===== config.mk =====
export PLATFORM = sky130hd
export DESIGN_NAME = cla_nibble_serial_adder
export DESIGN_NICKNAME = d
export VERILOG_FILES = /design/src/rtl/cla_nibble_serial_adder.sv
export SDC_FILE = /design/constraint.sdc
export NUM_CORES = 1
export LEC_CHECK = 0
export BUFFER_PORTS_ARGS = -buffer_cell sky130_fd_sc_hd__buf_2
export CAP_MARGIN = 20
export CORE_ASPECT_RATIO = 1.75
export CORE_MARGIN = 2
export CORE_UTILIZATION = 49
export DETAILED_ROUTE_END_ITERATION = 8
export PLACE_DENSITY = 0.75
export SLEW_MARGIN = 30
export SYNTH_ARGS = -nofsm -noshare
export SYNTH_HDL_FRONTEND = slang
export SYNTH_SLANG_ARGS = --single-unit

===== constraint.sdc =====
create_clock -name clk -period 1.5 [get_ports clk]
set_input_delay 0.3 -clock clk [delete_from_list [all_inputs] [get_ports clk]]
set_output_delay 0.3 -clock clk [all_outputs]
set_load 0.01 [all_outputs]

===== src/rtl/cla_nibble_serial_adder.sv =====
`default_nettype none
// +-----------------------------------------------------------------------------+
// | Module   : cla_nibble_serial_adder                                          |
// | Purpose  : WIDTH-bit adder that runs one 4-bit carry-lookahead slice per    |
// |            cycle, LSB nibble first, behind valid/ready handshakes.          |
// | Options  : define CLA_NIBBLE_SUB_EN to add the 'sub' port (a + ~b + 1).     |
// | Revision : 1.0 - initial release                                            |
// +-----------------------------------------------------------------------------+
module cla_nibble_serial_adder #(
  parameter int WIDTH = 16
) (
  input  logic             clk,
  input  logic             rst_n,
  input  logic             in_valid,
  output logic             in_ready,
  input  logic [WIDTH-1:0] a,
  input  logic [WIDTH-1:0] b,
  input  logic             cin,
`ifdef CLA_NIBBLE_SUB_EN
  input  logic             sub,
`endif
  output logic             out_valid,
  input  logic             out_ready,
  output logic [WIDTH-1:0] sum,
  output logic             cout,
  output logic             ovf
);

  localparam int NIBBLES = WIDTH / 4;
  localparam int c_cnt_w = (NIBBLES > 1) ? $clog2(NIBBLES) : 1;
  localparam logic [c_cnt_w-1:0] c_last = c_cnt_w'(NIBBLES - 1);
  localparam logic [c_cnt_w-1:0] c_one  = c_cnt_w'(1);

  typedef enum logic [1:0] {
    S_IDLE = 2'd0,
    S_RUN  = 2'd1,
    S_DONE = 2'd2
  } state_t;

  state_t r_state, w_next;

  logic [WIDTH-1:0]   r_a, r_b, r_sum;
  logic               r_carry, r_cout, r_ovf;
  logic [c_cnt_w-1:0] r_cnt;

  logic               w_accept, w_last;
  logic [WIDTH-1:0]   w_b_in;
  logic               w_c_in;
  logic [3:0]         w_an, w_bn, w_p, w_g, w_s;
  logic [4:0]         w_c;

`ifdef CLA_NIBBLE_SUB_EN
  assign w_b_in = sub ? ~b : b;
  assign w_c_in = sub ? 1'b1 : cin;
`else
  assign w_b_in = b;
  assign w_c_in = cin;
`endif

  assign in_ready  = (r_state == S_IDLE);
  assign out_valid = (r_state == S_DONE);
  assign sum       = r_sum;
  assign cout      = r_cout;
  assign ovf       = r_ovf;
  assign w_accept  = in_valid && in_ready;
  assign w_last    = (r_cnt == c_last);

  // Operands shift right each RUN cycle, so the active nibble is always [3:0].
  assign w_an = r_a[3:0];
  assign w_bn = r_b[3:0];
  assign w_p  = w_an ^ w_bn;
  assign w_g  = w_an & w_bn;

  assign w_c[0] = r_carry;
  assign w_c[1] = w_g[0] | (w_p[0] & w_c[0]);
  assign w_c[2] = w_g[1] | (w_p[1] & w_g[0]) | (w_p[1] & w_p[0] & w_c[0]);
  assign w_c[3] = w_g[2] | (w_p[2] & w_g[1]) | (w_p[2] & w_p[1] & w_g[0])
                | (w_p[2] & w_p[1] & w_p[0] & w_c[0]);
  assign w_c[4] = w_g[3] | (w_p[3] & w_g[2]) | (w_p[3] & w_p[2] & w_g[1])
                | (w_p[3] & w_p[2] & w_p[1] & w_g[0])
                | (w_p[3] & w_p[2] & w_p[1] & w_p[0] & w_c[0]);
  assign w_s  = w_p ^ w_c[3:0];

  always_ff @(posedge clk or negedge rst_n) begin
    if (!rst_n) r_state <= S_IDLE;
    else        r_state <= w_next;
  end

  always_comb begin
    w_next = r_state;
    case (r_state)
      S_IDLE:  if (w_accept)  w_next = S_RUN;
      S_RUN:   if (w_last)    w_next = S_DONE;
      S_DONE:  if (out_ready) w_next = S_IDLE;
      default:                w_next = S_IDLE;
    endcase
  end

  always_ff @(posedge clk or negedge rst_n) begin
    if (!rst_n) begin
      r_a     <= '0;
      r_b     <= '0;
      r_sum   <= '0;
      r_carry <= 1'b0;
      r_cout  <= 1'b0;
      r_ovf   <= 1'b0;
      r_cnt   <= '0;
    end else begin
      case (r_state)
        S_IDLE: begin
          if (w_accept) begin
            r_a     <= a;
            r_b     <= w_b_in;
            r_carry <= w_c_in;
            r_cnt   <= '0;
          end
        end
        S_RUN: begin
          // Each slice result enters at the top; after NIBBLES shifts it lands in place.
          r_a     <= r_a >> 4;
          r_b     <= r_b >> 4;
          r_sum   <= {w_s, r_sum[WIDTH-1:4]};
          r_carry <= w_c[4];
          r_cnt   <= r_cnt + c_one;
          if (w_last) begin
            r_cout <= w_c[4];
            r_ovf  <= w_c[3] ^ w_c[4];
          end
        end
        default: ;
      endcase
    end
  end

endmodule
`default_nettype wire


-- Word level (Yosys, flattened, before mapping)
Cells that the tools add are included.
- output and inout port bits: 20
- input bits: 37
- word-level logic and storage cells: 63
- bits in registers: 55
- add/subtract/negate cells: 1
- muxes and demuxes: 12
- bitwise logic cells: 30
- reduce and logical (&&, ||, !) cells: 6
- equality and inequality tests: 6
- operator list (kind ; count):
    one-hot mux 16 bit (2 select lines) ; 2
    2-to-1 mux 16 bit ; 2
    bitwise AND 1 bit ; 16
    bitwise OR 1 bit ; 10
    2-to-1 mux 2 bit ; 4
    XOR 4 bit ; 2
    one-hot mux 2 bit (3 select lines) ; 1
    bitwise AND 4 bit ; 1
    equality test 2 bit (second input constant) ; 2
    inequality test 2 x 1 -> 1 bit (second input constant) ; 2
    one-hot mux 2 bit (2 select lines) ; 1
    AND reduction 2 bit ; 2
    AND reduction 3 bit ; 1
    adder 2 x 1 -> 2 bit (second input constant) ; 1
    equality test 2 x 1 -> 1 bit (second input constant) ; 1
    zero test 2 bit ; 1
    inequality test 2 bit (second input constant) ; 1
    one-hot mux 1 bit (2 select lines) ; 1
    nonzero test 2 bit ; 1
    logical AND 1 bit ; 1
    2-to-1 mux 1 bit ; 1
    XOR 1 bit ; 1

-- Depth between registers and ports, before layout
- depth in word-level cells: 7
- depth in mapped cells: 6
- gate-level depth less buffers: 4

-- Worst setup path before layout
Ideal clock, no wire load.
- path kind: register -> register
- from: register r_a[0]
- to: register r_ovf (netlist: ovf)
- setup slack: 35 ps
- stages on the path, launching flop included: 5
- library setup time: 69 ps
- period minus slack after synthesis: 1465 ps
- data required time: 1431 ps
- buffers on the path: 0
- arrival: 1396 ps
- cells stage by stage: dfrtp_1 -> ha_1 -> a211o_1 -> a2111oi_4 -> nand3b_1
- word-level cells in the longest chain between the ends: 5
- elaborated cells on any way between the ends: 13
- those cells by class: bitwise: 13
- RTL lines (item ; line ; source):
    start, declared ; 42 ; logic [WIDTH-1:0] r_a, r_b, r_sum;
    start signal, assigned ; 120 ; r_a <= r_a >> 4;
    bitwise AND 4 bit / XOR 4 bit (equally long branches) ; 72, 71 ;
    bitwise AND 1 bit (on tied branches) ; -- ;
    bitwise OR 1 bit (tied with other cells) ; 77 ; assign w_c[3] = w_g[2] | (w_p[2] & w_g[1]) | (w_p[2] & w_p[1] & w_g[0])
    bitwise OR 1 bit (on tied branches) ; 78, 81 ;
    XOR 1 bit * ; 127 ; r_ovf <= w_c[3] ^ w_c[4];
    end signal, assigned ; 127 ;
    end, declared ; 43 ; logic r_carry, r_cout, r_ovf;
Every way passes the cells marked *; elsewhere a longest branch is shown, timed or not.
A chain may end at the register's enable or synchronous reset.

-- Worst setup path in the final report
- from: register r_b[0]
- to: register r_ovf (netlist: ovf)
- word-level cells in the longest chain between the ends: 5
- elaborated cells on any way between the ends: 13
- those cells by class: bitwise: 13
- RTL lines (item ; line ; source):
    start, declared ; 42 ;
    start signal, assigned ; 113 ; r_b <= w_b_in;
    start signal, assigned ; 121 ; r_b <= r_b >> 4;
    bitwise AND 4 bit / XOR 4 bit (equally long branches) ; 72, 71 ;
    bitwise AND 1 bit (on tied branches) ; -- ;
    bitwise OR 1 bit (tied with other cells) ; 77 ;
    bitwise OR 1 bit (on tied branches) ; 78, 81 ;
    XOR 1 bit * ; 127 ;
Marked as above.

==> run summary <==
The routed wire length came out at 6150 um. The most common library cell in the layout ignoring fill and taps is sky130_fd_sc_hd__nand2_1. The filler-free cell count of the finished design is 445.

The signal on the critical path passes through ha_4, a211o_4, a2111oi_4, nand3b_1. For the worst setup path, the data required time is 1.76 ns. The analysis attributes to cell leakage a power of 1.75 nW. The number of pins with negative max-slew slack in the final report came out at 0. Buffers placed on the I/O ports in this run total 56. The starting utilization of the core area came out at 50.4%.

The placed cell count came out at 430. The via density per instance came out at 5.24. The biggest area contributor in the post-synthesis netlist is sky130_fd_sc_hd__dfrtp_1. Summed over all nets, the half-perimeter wirelength after detailed placement is 4370 um.

For this block, the initial DRC count from the detailed router was 106. Yosys mapped the design onto 38 distinct sky130hd cell types. Setup repair after global routing could not meet its margin everywhere.

The reported max-cap violation count came out at 0. Static timing analysis puts the maximum clock frequency at 665 MHz. The multi-input logic area came out at 0.00130 mm^2. TritonCTS built the clock tree. The setup TNS came out at -0.00450 ns.

The number of warning messages in the yosys log came out at 0. The number of global-route vias before repair came out at 2252. The critical path buffer and inverter count came out at 0. The flow ran to the end, but the final reports show violations. The first-pass iteration count of the detailed router is 4. The worst setup path is captured at a flop. The area after detailed placement is 0.00321 mm^2. The H-tree level count is 2. The transition time at the pin with the least slew margin came out at 0.482 ns. The share of the yosys chip area belonging to registers is 49.7%. The share of layout cells above drive strength 1 came out at 26.8%.

The number of instances in the synthesized netlist came out at 300. Ranked by total cell area, the synthesized netlist is headed by sky130_fd_sc_hd__dfrtp_1 50%, sky130_fd_sc_hd__nand2_1 9.9%, sky130_fd_sc_hd__and3b_1 7.0%. Entering global routing, the biggest net connects 26 pins. The start-to-end type of the worst setup path is reg -> reg. Of the total power, registers draw 36.5%. The floorplan die width is 60.8 um. The worst path in the final design needs a cycle of 1.50 ns, including I/O delays and setup.

The total internal power came out at 4.11 mW. The max-slew headroom at the worst pin is 67.8%. Across the whole layout, storage elements account for 0.00138 mm^2. The tree is rooted in a sky130_fd_sc_hd__clkbuf_8. The number of buffers added by the clock tree synthesis step is 5. The number of clock sinks is 55.

Of the available clock period, the critical path in the final layout requires 100%. The proportion of netlist area held by the largest area contributor came out at 49.7%. The fraction of power spent switching nets is 40.2%. In this design, the stage delay of the slowest critical-path cell is 0.43 ns. The share of total power in combinational logic came out at 51.2%. The clock slew at the register clock pins of the worst setup and hold paths came out at 0.10 ns. After layout, the worst setup slack is -0.00450 ns.

The family of cells with the greatest summed delay on the critical path is compound AO/OA/AOI/OAI gates. The worst-case register-to-register setup slack came out at -0.005 ns. In this run the worst hold path is classified as in -> reg.

In the layout the commonest cells are 73 x sky130_fd_sc_hd__nand2_1, 55 x sky130_fd_sc_hd__buf_2, 53 x sky130_fd_sc_hd__dfrtp_1. The wire length of the first global-routing pass is 10100 um. The insertion delay of the later-clocked pin in the worst-skew pair came out at 0.32 ns. The synthesis-stage register bit count came out at 55. Global routing finished with a remaining overflow of 0. The worst-case IR drop observed on VDD is 1.02 mV.

The net count after synthesis is 343. The number of antenna cells inserted came out at 0. Summed over all nets, the switching power comes to 2.77 mW.

The die covers 0.00629 mm^2. The initial antenna violation count came out at 0. On the critical path, the stage with the largest delay is an instance of sky130_fd_sc_hd__dfrtp_1. The finished cells cover 0.00343 mm^2. The clock group share of total power is 12.3%. The final reports fail on negative setup slack.

The count of boundary I/O pins came out at 57. The clock arrives with 0.00731 ns of skew. The floorplan has 36 rows.

The maximum root-to-sink buffer count is 2. The cell area power density came out at 2010 mW/mm^2. For this block, the via count after detailed routing is 2332.

The vertical die dimension came out at 103 um. In the final routed layout, each cell accounts on average for 13.8 um. The remaining antenna violation count came out at 0. In the routed design, unresolved DRC markers number 0.

The area growth from synthesis to final layout is 23.9%. The count of nets after finishing is 411. STA classifies the critical path startpoint as a flop.

At the end of routability-driven placement, the weighted congestion stood at 0.759. At the end of the flow the core is filled with cells to 62.4%. The total area inside the core boundary comes to 0.00550 mm^2. The final number of hold-violating endpoints is 0. Dividing the synthesized area by the synthesized cell count gives 9.23 um^2. STA puts the critical path data arrival time at 1.76 ns. In the global route stage, overall resource usage came out at 21.3%. The filler cell count came out at 501. The post-synth design cell area came out at 0.00277 mm^2. The biggest fanout along the worst timing path is 3. The count of final setup violators came out at 1.
-- registers in the layout, summed over array words and instances, names as in the netlist --
register,cells
cout,1
ovf,1
r_a,16
r_b,16
r_carry,1
r_cnt,2
r_state,2
sum,16
-- stage by stage --
| stage | hold WS [ns] | setup WS, ns | power, mW |
|---|---|---|---|
| CTS | 0.163 | -0.00995 | 6.82 |
| floorplan | 0.00441 | 0.0352 | 4.63 |
| finish | 0.164 | -0.00450 | 6.88 |
| global placement | 0.280 | 0.0110 | 5.55 |
| global route | 0.177 | -0.0830 | 7.43 |
| detailed placement | 0.286 | -0.0145 | 5.68 |
-- path summary, 6_finish.rpt --
kind,start,depth (start not counted),to
min in group asynchronous,rst_n,2,r_a[4]$_DFFE_PN0P_
hold reg to reg,sum[2]$_DFFE_PN0N_,2,sum[2]$_DFFE_PN0N_
hold / removal,out_ready,2,r_state[1]$_DFFE_PN0P_
max in group asynchronous,rst_n,3,r_b[4]$_DFFE_PN0P_
setup / recovery,r_b[0]$_DFFE_PN0P_,4,ovf$_DFFE_PN0P_
setup reg to reg,r_b[0]$_DFFE_PN0P_,4,ovf$_DFFE_PN0P_
-- cell usage after synthesis (all sizes together) --
cell,number
nand2,73
dfrtp,55
o21ai,40
a21oi,34
and3b,22
buf,15
nor2b,9
inv,7
clkbuf,6
ha,5
nand2b,3
nor2,3
a211oi,2
a22oi,2
and2b,2
mux2i,2
nand3,2
nand3b,2
a2111oi,1
a211o,1
a21o,1
a22o,1
and2,1
fa,1
nand4b,1
nor3b,1
nor4bb,1
o2111ai,1
o21a,1
o21bai,1
o22ai,1
or3b,1
or4,1
xor2,1
-- per-layer routing --
metal  global-route usage [%]  wire (um)  vias up
met5                        0          0        -
met4                     8.53        119        0
met1                     24.6       2550     1113
met3                     3.23        196        9
li1                         -          -     1157
met2                     38.1       3290       53
-- power by group through the flow --
stage          combinational, mW  clock [mW]  sequential [mW]
3_3_place_gp                3.04           0             2.51
2_1_floorplan               2.10           0             2.53
3_5_place_dp                3.13           0             2.55
5_1_grt                     3.91       0.935             2.58
4_1_cts                     3.45       0.865             2.50
6_report                    3.52       0.847             2.51
-- cells by family after synthesis --
kind of cell    count (synthesis)  synth area share (%)
compound gates                 86                  17.8
xor+xnor                        1                 0.316
fa+ha+maj                       6                  2.98
buf+inv                        28                  4.79
flops                          55                  49.7
mux                             2                 0.723
simple gates                  122                  23.6
-- area by class of cell --
cell class                 count  share of cell area (%)
inverter                       7                   0.766
sequential                    55                    40.2
clock buffer                   6                    2.12
multi-input combinational    217                    37.8
timing repair buffer          82                    15.9
clock inverter                 2                   0.474
tap                           76                    2.77
-- timing repair --
item | in CTS | in global routing
endpoints found under the hold margin | 18 | 0
cloned | 1 | 0
hold buffers | 1 | 0
pin swaps | 1 | 2
buffers inserted | 5 | 0
gates resized for setup | 4 | 7
endpoints found under the setup margin | 6 | 23
(Power assumes the default switching activity.)
